$ cat config.mk
export PLATFORM = sky130hd
export DESIGN_NAME = keypad_scan_controller_flat
export DESIGN_NICKNAME = d
export VERILOG_FILES = /design/src/rtl/keypad_scan_if.sv /design/src/rtl/keypad_scan_controller.sv /design/src/flat_wrapper.sv
export SDC_FILE = /design/constraint.sdc
export NUM_CORES = 1
export LEC_CHECK = 0
export ABC_AREA = 1
export BUFFER_PORTS_ARGS = -buffer_cell sky130_fd_sc_hd__clkbuf_2
export CAP_MARGIN = 15
export CELL_PAD_IN_SITES_DETAIL_PLACEMENT = 1
export CELL_PAD_IN_SITES_GLOBAL_PLACEMENT = 2
export CORE_MARGIN = 3
export CORE_UTILIZATION = 35
export DETAILED_ROUTE_END_ITERATION = 16
export GPL_TIMING_DRIVEN = 0
export PLACE_DENSITY_LB_ADDON = 0.1
export SETUP_SLACK_MARGIN = 0.2
export SLEW_MARGIN = 5
export SYNTH_ARGS = -nofsm -noshare
export SYNTH_HDL_FRONTEND = slang
export SYNTH_SLANG_ARGS = --single-unit
$ cat constraint.sdc
create_clock -name clk -period 3 [get_ports clk]
set_input_delay 0.15 -clock clk [delete_from_list [all_inputs] [get_ports clk]]
set_output_delay 0.15 -clock clk [all_outputs]
set_load 0.02 [all_outputs]
$ cat src/rtl/keypad_scan_if.sv
// Consumer-side handshake for decoded key codes: FWFT head, valid flag and pop request.
interface keypad_scan_if;
    logic [3:0] key_code;
    logic       key_valid;
    logic       key_ready;

    modport master (output key_code, output key_valid, input key_ready);
    modport slave  (input key_code, input key_valid, output key_ready);
endinterface

$ cat src/rtl/keypad_scan_controller.sv
// Keypad poller supervisor: sequences the poller reset, converts new presses to 4-bit codes,
// recovers from stuck keys and queues codes in a FWFT FIFO toward the consumer.
module keypad_scan_controller #(
    parameter int DEPTH          = 4,
    parameter int HOLD_TIMEOUT   = 100000,
    parameter int RECOVER_CYCLES = 2,
    localparam int CW            = $clog2(DEPTH) + 1
) (
    input  logic          clk,
    input  logic          rst,
    input  logic          enable,
    input  logic [3:0]    poll_col,
    input  logic [3:0]    poll_row,
    input  logic          poll_pressed,
    output logic          poll_rst_n,
    keypad_scan_if.master key_if,
    output logic [CW-1:0] fifo_count,
    output logic          overflow,
    input  logic          clear_overflow,
    output logic          err_multi,
    output logic          stuck_key
);

    localparam int AW = $clog2(DEPTH);
    localparam int HW = $clog2(HOLD_TIMEOUT + 1);
    localparam int RW = $clog2(RECOVER_CYCLES + 1);

    typedef enum logic [2:0] {IDLE, ARM, SCAN, HOLD, RECOVER} state_t;

    state_t        state, state_next;
    logic [HW-1:0] hold_cnt, hold_cnt_next;
    logic [RW-1:0] rec_cnt, rec_cnt_next;
    logic          pressed_q;
    logic          rise;
    logic          capture;
    logic          timeout;
    logic          code_ok;
    logic          push;
    logic [3:0]    push_code;

    logic [3:0]    mem [DEPTH];
    logic [AW-1:0] rd_ptr, wr_ptr, rd_nxt;
    logic [3:0]    head_q;
    logic          empty, full, pop, do_push;

    function automatic logic [1:0] bit_index(input logic [3:0] v);
        case (v)
            4'b0010: bit_index = 2'd1;
            4'b0100: bit_index = 2'd2;
            4'b1000: bit_index = 2'd3;
            default: bit_index = 2'd0;
        endcase
    endfunction

    assign rise      = poll_pressed & ~pressed_q;
    assign code_ok   = $onehot(poll_row) && $onehot(poll_col);
    assign push      = capture && code_ok;
    assign push_code = {bit_index(poll_row), bit_index(poll_col)};

    always_comb begin
        state_next    = state;
        hold_cnt_next = hold_cnt;
        rec_cnt_next  = rec_cnt;
        capture       = 1'b0;
        timeout       = 1'b0;
        if (!enable) begin
            state_next    = IDLE;
            hold_cnt_next = '0;
            rec_cnt_next  = '0;
        end else begin
            case (state)
                IDLE: state_next = ARM;
                ARM: begin
                    state_next    = SCAN;
                    hold_cnt_next = '0;
                end
                SCAN: begin
                    if (rise) begin
                        capture       = 1'b1;
                        state_next    = HOLD;
                        hold_cnt_next = '0;
                    end
                end
                HOLD: begin
                    if (!poll_pressed) begin
                        state_next    = SCAN;
                        hold_cnt_next = '0;
                    end else if (hold_cnt == HW'(HOLD_TIMEOUT - 1)) begin
                        timeout       = 1'b1;
                        state_next    = RECOVER;
                        hold_cnt_next = '0;
                        rec_cnt_next  = '0;
                    end else begin
                        hold_cnt_next = hold_cnt + 1'b1;
                    end
                end
                RECOVER: begin
                    if (rec_cnt == RW'(RECOVER_CYCLES - 1)) begin
                        state_next   = ARM;
                        rec_cnt_next = '0;
                    end else begin
                        rec_cnt_next = rec_cnt + 1'b1;
                    end
                end
                default: state_next = IDLE;
            endcase
        end
    end

    // poll_rst_n is registered from the next state so it tracks the state register exactly.
    always_ff @(posedge clk) begin
        if (rst) begin
            state      <= IDLE;
            hold_cnt   <= '0;
            rec_cnt    <= '0;
            pressed_q  <= 1'b0;
            poll_rst_n <= 1'b0;
            err_multi  <= 1'b0;
            stuck_key  <= 1'b0;
        end else begin
            state      <= state_next;
            hold_cnt   <= hold_cnt_next;
            rec_cnt    <= rec_cnt_next;
            pressed_q  <= (state == ARM) ? 1'b0 : poll_pressed;
            poll_rst_n <= (state_next == ARM) || (state_next == SCAN) || (state_next == HOLD);
            err_multi  <= capture && !code_ok;
            stuck_key  <= timeout;
        end
    end

    assign empty   = (fifo_count == '0);
    assign full    = (fifo_count == CW'(DEPTH));
    assign pop     = !empty && key_if.key_ready;
    assign do_push = push && (!full || pop);
    assign rd_nxt  = rd_ptr + 1'b1;

    assign key_if.key_valid = !empty;
    assign key_if.key_code  = head_q;

    always_ff @(posedge clk) begin
        if (do_push) begin
            mem[wr_ptr] <= push_code;
        end
    end

    // The head register is refilled from storage on pop, or straight from the pushed code
    // when that code becomes the only entry.
    always_ff @(posedge clk) begin
        if (rst) begin
            rd_ptr     <= '0;
            wr_ptr     <= '0;
            fifo_count <= '0;
            head_q     <= '0;
            overflow   <= 1'b0;
        end else begin
            if (do_push) begin
                wr_ptr <= wr_ptr + 1'b1;
            end
            if (pop) begin
                rd_ptr <= rd_nxt;
            end
            case ({do_push, pop})
                2'b10:   fifo_count <= fifo_count + 1'b1;
                2'b01:   fifo_count <= fifo_count - 1'b1;
                default: fifo_count <= fifo_count;
            endcase
            if (pop) begin
                if (fifo_count > CW'(1)) begin
                    head_q <= mem[rd_nxt];
                end else if (do_push) begin
                    head_q <= push_code;
                end
            end else if (do_push && empty) begin
                head_q <= push_code;
            end
            if (push && full && !pop) begin
                overflow <= 1'b1;
            end else if (clear_overflow) begin
                overflow <= 1'b0;
            end
        end
    end

endmodule

$ cat src/flat_wrapper.sv
// flat-port wrapper written by rule: the top's interface ports become plain ports
module keypad_scan_controller_flat 
#(
    parameter int DEPTH          = 4,
    parameter int HOLD_TIMEOUT   = 100000,
    parameter int RECOVER_CYCLES = 2,
    localparam int CW            = $clog2(DEPTH) + 1
)
  (clk, rst, enable, poll_col, poll_row, poll_pressed, poll_rst_n, fifo_count, overflow, clear_overflow, err_multi, stuck_key, key_if_key_code, key_if_key_valid, key_if_key_ready);
  keypad_scan_if key_if_i ();
  input  logic clk;
  input  logic rst;
  input  logic enable;
  input  logic [3:0] poll_col;
  input  logic [3:0] poll_row;
  input  logic poll_pressed;
  output logic poll_rst_n;
  output logic [CW-1:0] fifo_count;
  output logic overflow;
  input  logic clear_overflow;
  output logic err_multi;
  output logic stuck_key;
  output wire logic [$bits(key_if_i.key_code)-1:0] key_if_key_code;
  output wire logic [$bits(key_if_i.key_valid)-1:0] key_if_key_valid;
  input wire logic [$bits(key_if_i.key_ready)-1:0] key_if_key_ready;
  assign key_if_key_code = key_if_i.key_code;
  assign key_if_key_valid = key_if_i.key_valid;
  assign key_if_i.key_ready = key_if_key_ready;
  keypad_scan_controller #(.DEPTH(DEPTH), .HOLD_TIMEOUT(HOLD_TIMEOUT), .RECOVER_CYCLES(RECOVER_CYCLES)) u_core (.clk(clk), .rst(rst), .enable(enable), .poll_col(poll_col), .poll_row(poll_row), .poll_pressed(poll_pressed), .poll_rst_n(poll_rst_n), .key_if(key_if_i), .fifo_count(fifo_count), .overflow(overflow), .clear_overflow(clear_overflow), .err_multi(err_multi), .stuck_key(stuck_key));
endmodule
==> run metrics <==
status=completed; # DRC=0; DIE AREA=about 0.0099 mm2; grt total ovfl=0; die height=99.3 um; Mean Syn Cell Area=between 7 and 8 um2; Root Buffer=clkbuf_8; Routed wire per std cell=~13 um; first-pass GRT wire length=about 12000 um; CTS tree=done; layout net count=approximately 460; DRT antenna net count=0; Seq cells post-synth=54; Layout Area Growth over Synthesis=11.9%; Synth area leader=dfxtp_1; Post-Route Setup TNS=0 ps; Finish-stage setup viols=0; IR Drop Worst-Case VDD=approximately 0.19 mV; EDFF count, synth=16; layout cell share with drive strength beyond 1=between 15 and 20%; share of the synthesized area in the top cell type=24.9%; CTS Buf Count=5; Pwr Density=slightly above 400 mW/mm2; Cells after Synth=between 300 and 400; FF-to-FF End=u_core.mem[2][2]$_DFFE_PP_; Post-Syn Area=between 0.003 and 0.004 mm2; Place WS=approximately 180 ps; syn_nets=about 430; IO buf count=24; FF-to-FF path depth=7; Worst R2R Start=u_core.state[0]$_SDFF_PP0_; final WL=between 6000 and 7000 um; initial antenna violation count=0; leakage power=1.50 nW; vias in the first global route=between 2000 and 2500; post-CTS resize count=0; WS Path Type=in2reg; CP Launch Point=poll_col[2]; crit path capture type=flip-flop; GPL Wtd Cong=between 0.7 and 0.8; period utilisation layout=81.0%; final hold violation count=0; Clock Sinks=54; clock-pin transition on the worst setup and hold timing paths=100 ps; fmax=roughly 400 MHz; Worst Hold Class=in2reg; RSZ-0062 raised after global routing=false; IO Count=26; Crit path required time=slightly below 3000 ps; Iter 0 DRT Violations=60; largest net degree at the start of global routing=18; drt via density=4.64; actual slew at the worst max-slew pin=between 400 and 500 ps; insertion delay to the later sink of the worst-skew pair=around 310 ps; startpoint class of the critical path=input pin; Post-synth ARST share=0%; min Tclk post-route=roughly 2400 ps; CP max FO=8; Synth area leaders=dfxtp_1 (25%), edfxtp_1 (16%), ha_1 (10%); clk_skew=12.0 ps; Rows=33; reg-to-reg slack, setup=around 1200 ps; initial core utilization=between 30% and 40%; clock buffer depth=2; final max-slew violation count=0; number of distinct library cells after synthesis=40; most frequent cells in the layout=nand2_1 (71), inv_1 (59), nor2_1 (49); relative slew slack=a little under 70%; DR vias=about 2400; Post-CTS Hold Fix Bufs=0; DP HPWL=5530 um; fillers=around 1000; DIE WIDTH=between 90 and 100 um; Critical Path AT=approximately 2400 ps; Setup WS post-layout=about 570 ps; most common cell after layout, fill and taps aside=nand2_1; # Post-CTS Setup Buffers=0; Worst Setup EP=u_core.mem[2][2]$_DFFE_PP_; total of max-cap violations=0; GRT Util Overall=~15%; H-tree lvl count=2; Syn. warnings=0; ANT cells=0; Primary FF master, synth=dfxtp_1; DRT Pass-1 Iters=4; sequential share of the synthesized area=40.7%; core footprint=0.00834 mm2
==> worst max-delay path, cell delays in order <==
cell and delay [ps]:
clkbuf_2 110, inv_1 60, ha_1 300, ha_1 200
fa_1 430, inv_1 60, nand3_1 60, nor2_1 320
inv_1 90, nor2_2 140, nand2_2 120, nor2_1 340
==> routing by layer <==
metal  GRT usage [%]  up-vias  share of wire (%)
li1                -     1281                  -
met1            21.5     1107                 53
met2            22.5       27                 43
met3            2.66        4                2.4
met4            3.78        0               0.92
met5               0        -                  0
==> area by class of cell <==
class                      count  area (um2)  area share [%]
multi-input combinational    264        1550            45.5
sequential                    54        1240            36.4
inverter                      64         241            7.08
tap                          105         131            3.85
timing repair buffer          24         120            3.52
clock buffer                   5        68.8            2.02
clock inverter                 3        42.5            1.25
buffer                         2        15.0           0.440
==> worst min path at each step <==
stage	to	from	depth (start not counted)	slack, ps
6_report	u_core.state[2]$_SDFF_PP0_	enable	3	130
4_1_cts	u_core.state[2]$_SDFF_PP0_	enable	3	120
3_5_place_dp	u_core.rec_cnt[1]$_SDFFE_PP0P_	u_core.rec_cnt[1]$_SDFFE_PP0P_	2	430
3_3_place_gp	u_core.rec_cnt[1]$_SDFFE_PP0P_	u_core.rec_cnt[1]$_SDFFE_PP0P_	2	420
2_1_floorplan	u_core.state[2]$_SDFF_PP0_	enable	2	270
5_1_grt	u_core.state[2]$_SDFF_PP0_	enable	3	140
==> metrics by stage <==
step | hold slack [ps] | cell area [um2] | utilization [%] | total power [mW] | instances
after floorplan | 271 | 3050 | - | 0.887 | 384
after global placement | 417 | 3300 | 39.6 | 0.935 | 513
after detailed placement | 427 | 3300 | 39.6 | 0.939 | 513
after CTS | 120 | 3410 | 40.9 | 1.44 | 521
after global routing | 139 | 3410 | 40.9 | 1.49 | 521
final | 128 | 3410 | 40.9 | 1.41 | 521
==> flip-flops by register name, summed over array words and instances, names as in the netlist, 2 cells and up <==
signal,flops
u_core.fifo_count,3
u_core.hold_cnt,17
u_core.key_if.key_code,4
u_core.mem,16
u_core.rd_ptr,2
u_core.rec_cnt,2
u_core.state,3
u_core.wr_ptr,2
==> cell families after synthesis <==
kind of cell	share of synthesized area, %
AOI/OAI and AO/OA	7.84
and+or+nand+nor	29.8
adders and majority gates	11.6
xor gates and xnor gates	1.72
DFF	40.7
buffers and inverters	8.41
==> power by group <==
part	switching [mW]	internal [mW]	total [mW]
Combinational	0.102	0.0520	0.154
Sequential	0.00723	0.757	0.764
Clock	0.245	0.249	0.494
==> synthesized netlist by cell type (3+ instances only) <==
library cell / count
nand2_1: 71
inv_1: 59
nor2_1: 49
dfxtp_1: 38
ha_1: 25
nand3_1: 24
o21ai_0: 17
edfxtp_1: 16
a21oi_1: 13
nand2_2: 9
nand4_1: 7
nor3_1: 7
nor2_2: 6
xor2_1: 5
inv_2: 4
nand2_4: 3
nor3_2: 3
Power figures use the tool's default switching activity.
